<file path="src/rtl/pkmc_bus_arbiter.sv">
// pkmc_bus_arbiter
//   Arbitrates the shared board memory bus between the SRAM (0), SDRAM (1)
//   and FLASH (2) controllers. One owner at a time holds the bus in GRANT.
//   A TURN gap of TURN_CYCLES cycles follows every release so that no two
//   controllers ever drive the pins back to back.
//
// Parameters
//   TURN_CYCLES  idle cycles between a release and the next grant (1..15)
//   MAX_HOLD     GRANT cycles before the owner is asked to release while
//                others wait; 0 disables (0..255)
//
// Ports
//   clk, rst_n              clock, asynchronous active-low reset
//   req_i[2:0]              level requests {flash, sdram, sram}
//   sdram_refresh_urgent_i  gives req_i[1] top priority
//   gnt_o[2:0]              one-hot grant (registered)
//   mem_select_o[1:0]       board mux select; parks on the last owner
//   drive_allow_o           high only in GRANT
//   preempt_o               asks the owner to finish its burst and release
//   busy_o                  state is not IDLE
//   stat_grants_o[47:0]     {flash, sdram, sram} 16-bit grant counters
//   stat_wait_o[23:0]       saturating count of cycles with ungranted requests
//   The stat ports exist only when PKMC_ARB_STATS_EN is defined.

module pkmc_bus_arbiter #(
    parameter int unsigned TURN_CYCLES = 2,
    parameter int unsigned MAX_HOLD    = 64
) (
    input  logic        clk,
    input  logic        rst_n,
    input  logic [2:0]  req_i,
    input  logic        sdram_refresh_urgent_i,
    output logic [2:0]  gnt_o,
    output logic [1:0]  mem_select_o,
    output logic        drive_allow_o,
    output logic        preempt_o,
    output logic        busy_o
`ifdef PKMC_ARB_STATS_EN
    ,
    output logic [47:0] stat_grants_o,
    output logic [23:0] stat_wait_o
`endif
);

    typedef enum logic [1:0] {
        IDLE,
        GRANT,
        TURN
    } state_t;

    localparam logic [3:0] TURN_LAST  = 4'(TURN_CYCLES - 1);
    localparam logic [7:0] HOLD_LIMIT = 8'(MAX_HOLD - 1);
    localparam logic       HOLD_EN    = (MAX_HOLD != 0);

    state_t      state_q;
    state_t      state_d;
    logic [2:0]  gnt_q;
    logic [1:0]  sel_q;
    logic [1:0]  rr_last_q;
    logic [7:0]  hold_q;
    logic [3:0]  turn_q;
    logic        preempt_q;
    logic        urgent_q;

    logic        has_req;
    logic        owner_req;
    logic        others_req;
    logic [1:0]  winner;
    logic        grant_start;
    logic        hold_hit;
    logic        urgent_pre;

    always_comb begin
        has_req    = |req_i;
        owner_req  = |(req_i & gnt_q);
        others_req = |(req_i & ~gnt_q);
        hold_hit   = HOLD_EN && (hold_q >= HOLD_LIMIT) && others_req;
        // Only a fresh rise of urgent, with SDRAM actually asking, while
        // somebody else owns the bus.
        urgent_pre = sdram_refresh_urgent_i && !urgent_q && req_i[1] && !gnt_q[1];
    end

    // Winner: urgent SDRAM first, else round-robin starting after rr_last.
    always_comb begin
        winner = 2'd0;
        if (sdram_refresh_urgent_i && req_i[1]) begin
            winner = 2'd1;
        end else begin
            case (rr_last_q)
                2'd0: begin
                    if (req_i[1])      winner = 2'd1;
                    else if (req_i[2]) winner = 2'd2;
                    else               winner = 2'd0;
                end
                2'd1: begin
                    if (req_i[2])      winner = 2'd2;
                    else if (req_i[0]) winner = 2'd0;
                    else               winner = 2'd1;
                end
                default: begin
                    if (req_i[0])      winner = 2'd0;
                    else if (req_i[1]) winner = 2'd1;
                    else               winner = 2'd2;
                end
            endcase
        end
    end

    // State register
    always_ff @(posedge clk or negedge rst_n) begin
        if (!rst_n) begin
            state_q <= IDLE;
        end else begin
            state_q <= state_d;
        end
    end

    // Next-state logic
    always_comb begin
        state_d = state_q;
        case (state_q)
            IDLE:    if (has_req) state_d = GRANT;
            GRANT:   if (!owner_req) state_d = TURN;
            TURN: begin
                if (turn_q == '0) begin
                    state_d = has_req ? GRANT : IDLE;
                end
            end
            default: state_d = IDLE;
        endcase
    end

    assign grant_start = (state_d == GRANT) && (state_q != GRANT);

    // Grant, select, hold, turnaround and preempt registers
    always_ff @(posedge clk or negedge rst_n) begin
        if (!rst_n) begin
            gnt_q     <= '0;
            sel_q     <= '0;
            rr_last_q <= 2'd2;
            hold_q    <= '0;
            turn_q    <= '0;
            preempt_q <= 1'b0;
            urgent_q  <= 1'b0;
        end else begin
            urgent_q <= sdram_refresh_urgent_i;
            if (grant_start) begin
                gnt_q     <= 3'b001 << winner;
                sel_q     <= winner;
                rr_last_q <= winner;
                hold_q    <= '0;
                preempt_q <= 1'b0;
            end else if (state_q == GRANT) begin
                if (!owner_req) begin
                    gnt_q     <= '0;
                    preempt_q <= 1'b0;
                    turn_q    <= TURN_LAST;
                end else begin
                    if (hold_q != '1) begin
                        hold_q <= hold_q + 8'd1;
                    end
                    // Sticky until release, even if the waiters go away.
                    if (hold_hit || urgent_pre) begin
                        preempt_q <= 1'b1;
                    end
                end
            end else if ((state_q == TURN) && (turn_q != '0)) begin
                turn_q <= turn_q - 4'd1;
            end
        end
    end

    // Outputs
    always_comb begin
        gnt_o         = gnt_q;
        mem_select_o  = sel_q;
        drive_allow_o = (state_q == GRANT);
        preempt_o     = preempt_q;
        busy_o        = (state_q != IDLE);
    end

`ifdef PKMC_ARB_STATS_EN
    logic [15:0] cnt_sram_q;
    logic [15:0] cnt_sdram_q;
    logic [15:0] cnt_flash_q;
    logic [23:0] wait_q;

    always_ff @(posedge clk or negedge rst_n) begin
        if (!rst_n) begin
            cnt_sram_q  <= '0;
            cnt_sdram_q <= '0;
            cnt_flash_q <= '0;
            wait_q      <= '0;
        end else begin
            if (grant_start) begin
                case (winner)
                    2'd0:    cnt_sram_q  <= cnt_sram_q + 16'd1;
                    2'd1:    cnt_sdram_q <= cnt_sdram_q + 16'd1;
                    default: cnt_flash_q <= cnt_flash_q + 16'd1;
                endcase
            end
            if ((|(req_i & ~gnt_q)) && (wait_q != '1)) begin
                wait_q <= wait_q + 24'd1;
            end
        end
    end

    always_comb begin
        stat_grants_o = {cnt_flash_q, cnt_sdram_q, cnt_sram_q};
        stat_wait_o   = wait_q;
    end
`endif

endmodule
</file>
<file path="config.mk">
export PLATFORM = sky130hd
export DESIGN_NAME = pkmc_bus_arbiter
export DESIGN_NICKNAME = d
export VERILOG_FILES = /design/src/rtl/pkmc_bus_arbiter.sv
export SDC_FILE = /design/constraint.sdc
export NUM_CORES = 1
export LEC_CHECK = 0
export CAP_MARGIN = 20
export CORE_UTILIZATION = 43
export DETAILED_ROUTE_END_ITERATION = 7
export REMOVE_ABC_BUFFERS = 1
export SLEW_MARGIN = 40
export SYNTH_ARGS = -nofsm -noshare
export SYNTH_HDL_FRONTEND = slang
export SYNTH_SLANG_ARGS = --single-unit
</file>
<file path="constraint.sdc">
create_clock -name clk -period 2.5 [get_ports clk]
set_input_delay 0.625 -clock clk [delete_from_list [all_inputs] [get_ports clk]]
set_output_delay 0.625 -clock clk [all_outputs]
set_load 0.02 [all_outputs]
</file>
# --- Yosys cells after proc, flatten, opt, wreduce, memory -nomap -nowiden ---
# Cells that the tools add are included.
totals:
  ff_bits: 23
  input_bits: 6
  output_inout_bits: 8
op_classes:
  add_sub_neg: 2
  magnitude_cmp: 1
  eq_ne: 9
  shifts: 1
  muxes: 27
  bitwise: 4
  n_reduce_logical: 26
ops:
  columns: ["cell", "count"]
  rows:
  - ["$mux W8", 4]
  - ["$mux W2", 9]
  - ["$mux W4", 3]
  - ["$reduce_bool A2 Y1", 5]
  - ["$mux W3", 3]
  - ["$reduce_or A3 Y1", 3]
  - ["$add A8 B1 Y8 const B", 1]
  - ["$ge A8 B6 Y1 const B", 1]
  - ["$ne A8 B8 Y1 const B", 1]
  - ["$logic_and A1 B1 Y1", 7]
  - ["$and A3 B3 Y3", 2]
  - ["$eq A2 B1 Y1 const B", 3]
  - ["$mux W1", 6]
  - ["$pmux W2 S3", 1]
  - ["$reduce_and A3 Y1", 2]
  - ["$logic_not A2 Y1", 2]
  - ["$logic_not A4 Y1", 1]
  - ["$ne A2 B1 Y1 const B", 2]
  - ["$pmux W2 S2", 1]
  - ["$reduce_and A2 Y1", 2]
  - ["$reduce_bool A4 Y1", 1]
  - ["$sub A4 B1 Y4 const B", 1]
  - ["$ne A3 B1 Y1 const B", 1]
  - ["$not A3 Y3", 1]
  - ["6 further kinds", 7]

# --- Logic depth before layout (Yosys ltp) ---
logic_depth:
  depth_word: 9
  depth_mapped: 7

# --- Least setup slack after synthesis ---
# OpenSTA, ideal clock, no wires.
synth_timing:
  kind: "input to register"
  start: "in req_i[1]"
  end: "reg hold_q[3]"
  setup_time_ns: 0.095
  t_arrival_ns: 1.740
  t_required_ns: 2.405
  slack_ns: 0.664
  stages: 6
  n_path_buf: 2
  cell_sequence: "buf_2 > a222oi_1 > a211o_1 > buf_2 > o211ai_1 > o31ai_1"
synth_between:
  elab_chain_len: 8
  word_cells_on_any_way: 15
  classes_between: "1 x eq/ne; 6 x mux; 1 x bitwise; 7 x reduce/logical"
synth_rtl:
  columns: ["element", "line_no", "text"]
  rows:
  - ["from (decl)", "31", "input logic [2:0] req_i,"]
  - ["$reduce_or A3 Y1 / $and A3 B3 Y3 (equally long branches)", "74, 75", null]
  - ["$mux W1 / $reduce_or A3 Y1 (equally long branches)", "126, 75", null]
  - ["$mux W2 (on tied branches)", "125, 123", null]
  - ["$pmux W2 S3", "121", "case (state_q)"]
  - ["$eq A2 B1 Y1", "133", "assign grant_start = (state_d == GRANT) && (state_q != GRANT);"]
  - ["$logic_and A1 B1 Y1", "133", null]
  - ["$reduce_bool A2 Y1 (no source line)", null, null]
  - ["$reduce_and A3 Y1 (no source line)", null, null]
  - ["to (signal assigned)", "160", "hold_q <= hold_q + 8'd1;"]
  - ["to (decl)", "60", "logic [7:0] hold_q;"]
# Parallel ways exist; a longest one is shown, timed or not.
# A chain may end at the register's enable or synchronous reset.

# --- Worst setup path after layout ---
layout_timing:
  start: "reg state_q[1]"
  end: "out drive_allow_o"
layout_between:
  elab_chain_len: 1
layout_rtl:
  columns: ["element", "line_no", "text"]
  rows:
  - ["from (decl)", "55", "state_t state_q;"]
  - ["from (signal assigned)", "114", "state_q <= state_d;"]
  - ["$eq A2 B1 Y1", "177", "drive_allow_o = (state_q == GRANT);"]
  - ["to (decl)", "35", "output logic drive_allow_o,"]
# No other way between the ends.

==> impl_metrics.tcl <==
set metrics [dict create \
    synth_enable_flop_cells 0 \
    dp_hpwl_um 1540 \
    max_stage_delay_ns 0.62 \
    cp_max_fo 5 \
    critical_path_depth 3 \
    ant_nets 0 \
    grt_pass1_wl_um 3540 \
    p_leak_nw 0.591 \
    met1Wirelength_um 1030 \
    async_reset_ff_share_pct 100 \
    setup_tns_ns 0 \
    gr-total-overflow 0 \
    timing.final.crit_share_pct 92.0 \
    dr_wl_met3_um 94 \
    crit_family "buffers and inverters" \
    final-setup-viol-count 0 \
    min_path_type "reg -> reg" \
    fin_cells 153 \
    synthCells 104 \
    area_growth_syn_to_layout_pct 19.4 \
    clock_sinks 22 \
    cts_buffers 3 \
    drc 0 \
    skew_ns 0.00461 \
    grt_start_max_net_pins 23 \
    gp_congestion 0.739 \
    status "finished clean" \
    grt_antenna_before_repair 0 \
    h-tree-depth 1 \
    path_buf_inv 2 \
    avgSynthCellArea_sq_um 10.7 \
    rsz0062_at_grt "no" \
    insertion_delay_ns 0.30 \
    hold_buffers 0 \
    cts_resized 0 \
    rows 18 \
    io_pins 14 \
    arrival_ns 1.68 \
    slew_headroom_pct 71.7 \
    yosysUniqueCellTypes 39 \
    grt_util_all_layers_pct 17.8 \
    criticalPathCategory "reg -> out" \
    layout_common_cells "dfrtp_1, clkdlybuf4s50_1, inv_1" \
    die_width_um 52.9 \
    min_path_cells 1 \
    fp.dieArea_sq_mm 0.00280 \
    drt_iter0_markers 29 \
    slowest_stage "clkdlybuf4s50_1" \
    ys_ff_latch 22 \
    synth_top_flop_cell "dfrtp_1" \
    cap_violations 0 \
    clk_pin_slew_ns 0.12 \
    clock_path_buffers 2 \
    min_period_ns 2.30 \
    worst_ep_required_time_ns 1.88 \
    cts_setup_buffers 0 \
    synth_area_sq_mm 0.00111 \
    start_util_pct 45.4 \
    dp.cells 149 \
    crit_path_cell_trace "nand2b_1, inv_1, clkdlybuf4s50_1" \
    startpoint_type "register" \
    viasPerCell 5.72 \
    maxUsedRoutingLayer "met4" \
    final_common_cell "dfrtp_1" \
    ys_seq_area_share_pct 49.6 \
    die_h_um 52.9 \
    cts_tree "yes" \
    antenna_cells 0 \
    worstSetupEndpointType "primary output" \
    hold_violations 0 \
    io_buffers 13 \
    yosys_warnings 0 \
    r2r_cells 6 \
    drtPass1Iterations 4 \
    route.met2.wl_um 909 \
    cts_root_buf "clkbuf_4" \
    coreArea_sq_mm 0.00245 \
    worstMarginPinSlew_ns 0.424 \
    wl_um 2070 \
    fmax_mhz 435 \
    layout.nets 133 \
    power_density_mw_per_mm2 984 \
    slew_viol_final 0 \
    wl_per_cell_um 13.5 \
    num_vias 875 \
    ir_drop_uv 474 \
    drive_gt1_share_pct 13.8 \
    grt_pass1_vias 790 \
]
==> state kept, by name, indices dropped and copies added (netlist names) <==
register      flops
turn_q            4
mem_select_o      2
hold_q            8
gnt_o             3
rr_last_q         1
preempt_o         1
urgent_q          1
state_q           2
==> synthesized netlist by cell type, types with 2 or more instances <==
master / instances / area [sq um]
nand3_1: 4 / 20.0
o41ai_1: 2 / 17.5
ha_1: 3 / 37.5
o311ai_0: 2 / 17.5
buf_2: 3 / 15.0
o31ai_1: 4 / 30.0
a21o_1: 3 / 22.5
a21oi_1: 5 / 25.0
or2_2: 2 / 12.5
o21ai_0: 5 / 25.0
inv_1: 10 / 37.5
dfrtp_1: 21 / 526
a222oi_1: 2 / 20.0
nor2_1: 2 / 7.51
mux2i_1: 2 / 20.0
o211ai_1: 4 / 30.0
nand2_1: 7 / 26.3
a211o_1: 2 / 17.5
==> worst reg2reg max path: stages (launching register included) <==
cell	delay [ns]
dfrtp_1	0.40
inv_1	0.10
ha_1	0.15
or3b_4	0.38
a211o_1	0.46
a2111oi_4	0.39
a21o_1	0.13
==> area by class of cell <==
cell class / count / area (sq um)
multi-input cells: 68 / 502
inverters: 10 / 37.5
repair buffers: 19 / 175
well taps: 30 / 37.5
clock buffers: 4 / 26.3
flip-flops and latches: 22 / 552
fillers: 224 / 1120
==> per-layer routing <==
| metal | vias up | global-route usage, % |
|---|---|---|
| met5 | - | 0 |
| met4 | 0 | 7.89 |
| met3 | 5 | 3.45 |
| met2 | 23 | 27.6 |
| met1 | 412 | 23.9 |
| li1 | 435 | - |
==> kinds of logic after synthesis <==
family          Yosys count  share of synthesized area (%)
compound gates           37                           26.4
simple gates             25                           12.5
buf+inv                  14                           5.39
mux                       3                           2.81
fa+ha+maj                 3                           3.37
flops                    22                           49.6
==> where the power goes <==
group	internal, W	switching (W)
Clock	0.0000623	0.000102
Combinational	0.000284	0.000333
Sequential	0.000450	0.0000784
==> final timing paths <==
check,start,end,slack (ns)
setup / recovery,state_q[1],drive_allow_o,0.20
hold / removal,mem_select_o[1],mem_select_o[1],0.49
setup reg to reg,turn_q[1],gnt_o[2],0.44
hold reg to reg,mem_select_o[1],mem_select_o[1],0.49
max in group asynchronous,rst_n,rr_last_q[1],1.58
min in group asynchronous,rst_n,mem_select_o[0],0.65
==> stage by stage <==
| stage | instance area, sq um | setup WS [ns] | total power, W | utilization, % | hold slack (ns) |
|---|---|---|---|---|---|
| 2_1_floorplan | 1090 | 0.599 | 0.000905 | - | 0.329 |
| 3_3_place_gp | 1300 | 0.167 | 0.00114 | 53.1 | 0.460 |
| 3_5_place_dp | 1300 | 0.107 | 0.00115 | 53.1 | 0.471 |
| 4_1_cts | 1330 | 0.209 | 0.00132 | 54.2 | 0.495 |
| 5_1_grt | 1330 | 0.139 | 0.00141 | 54.2 | 0.528 |
| 6_report | 1330 | 0.199 | 0.00131 | 54.2 | 0.487 |
(Power assumes the default switching activity.)
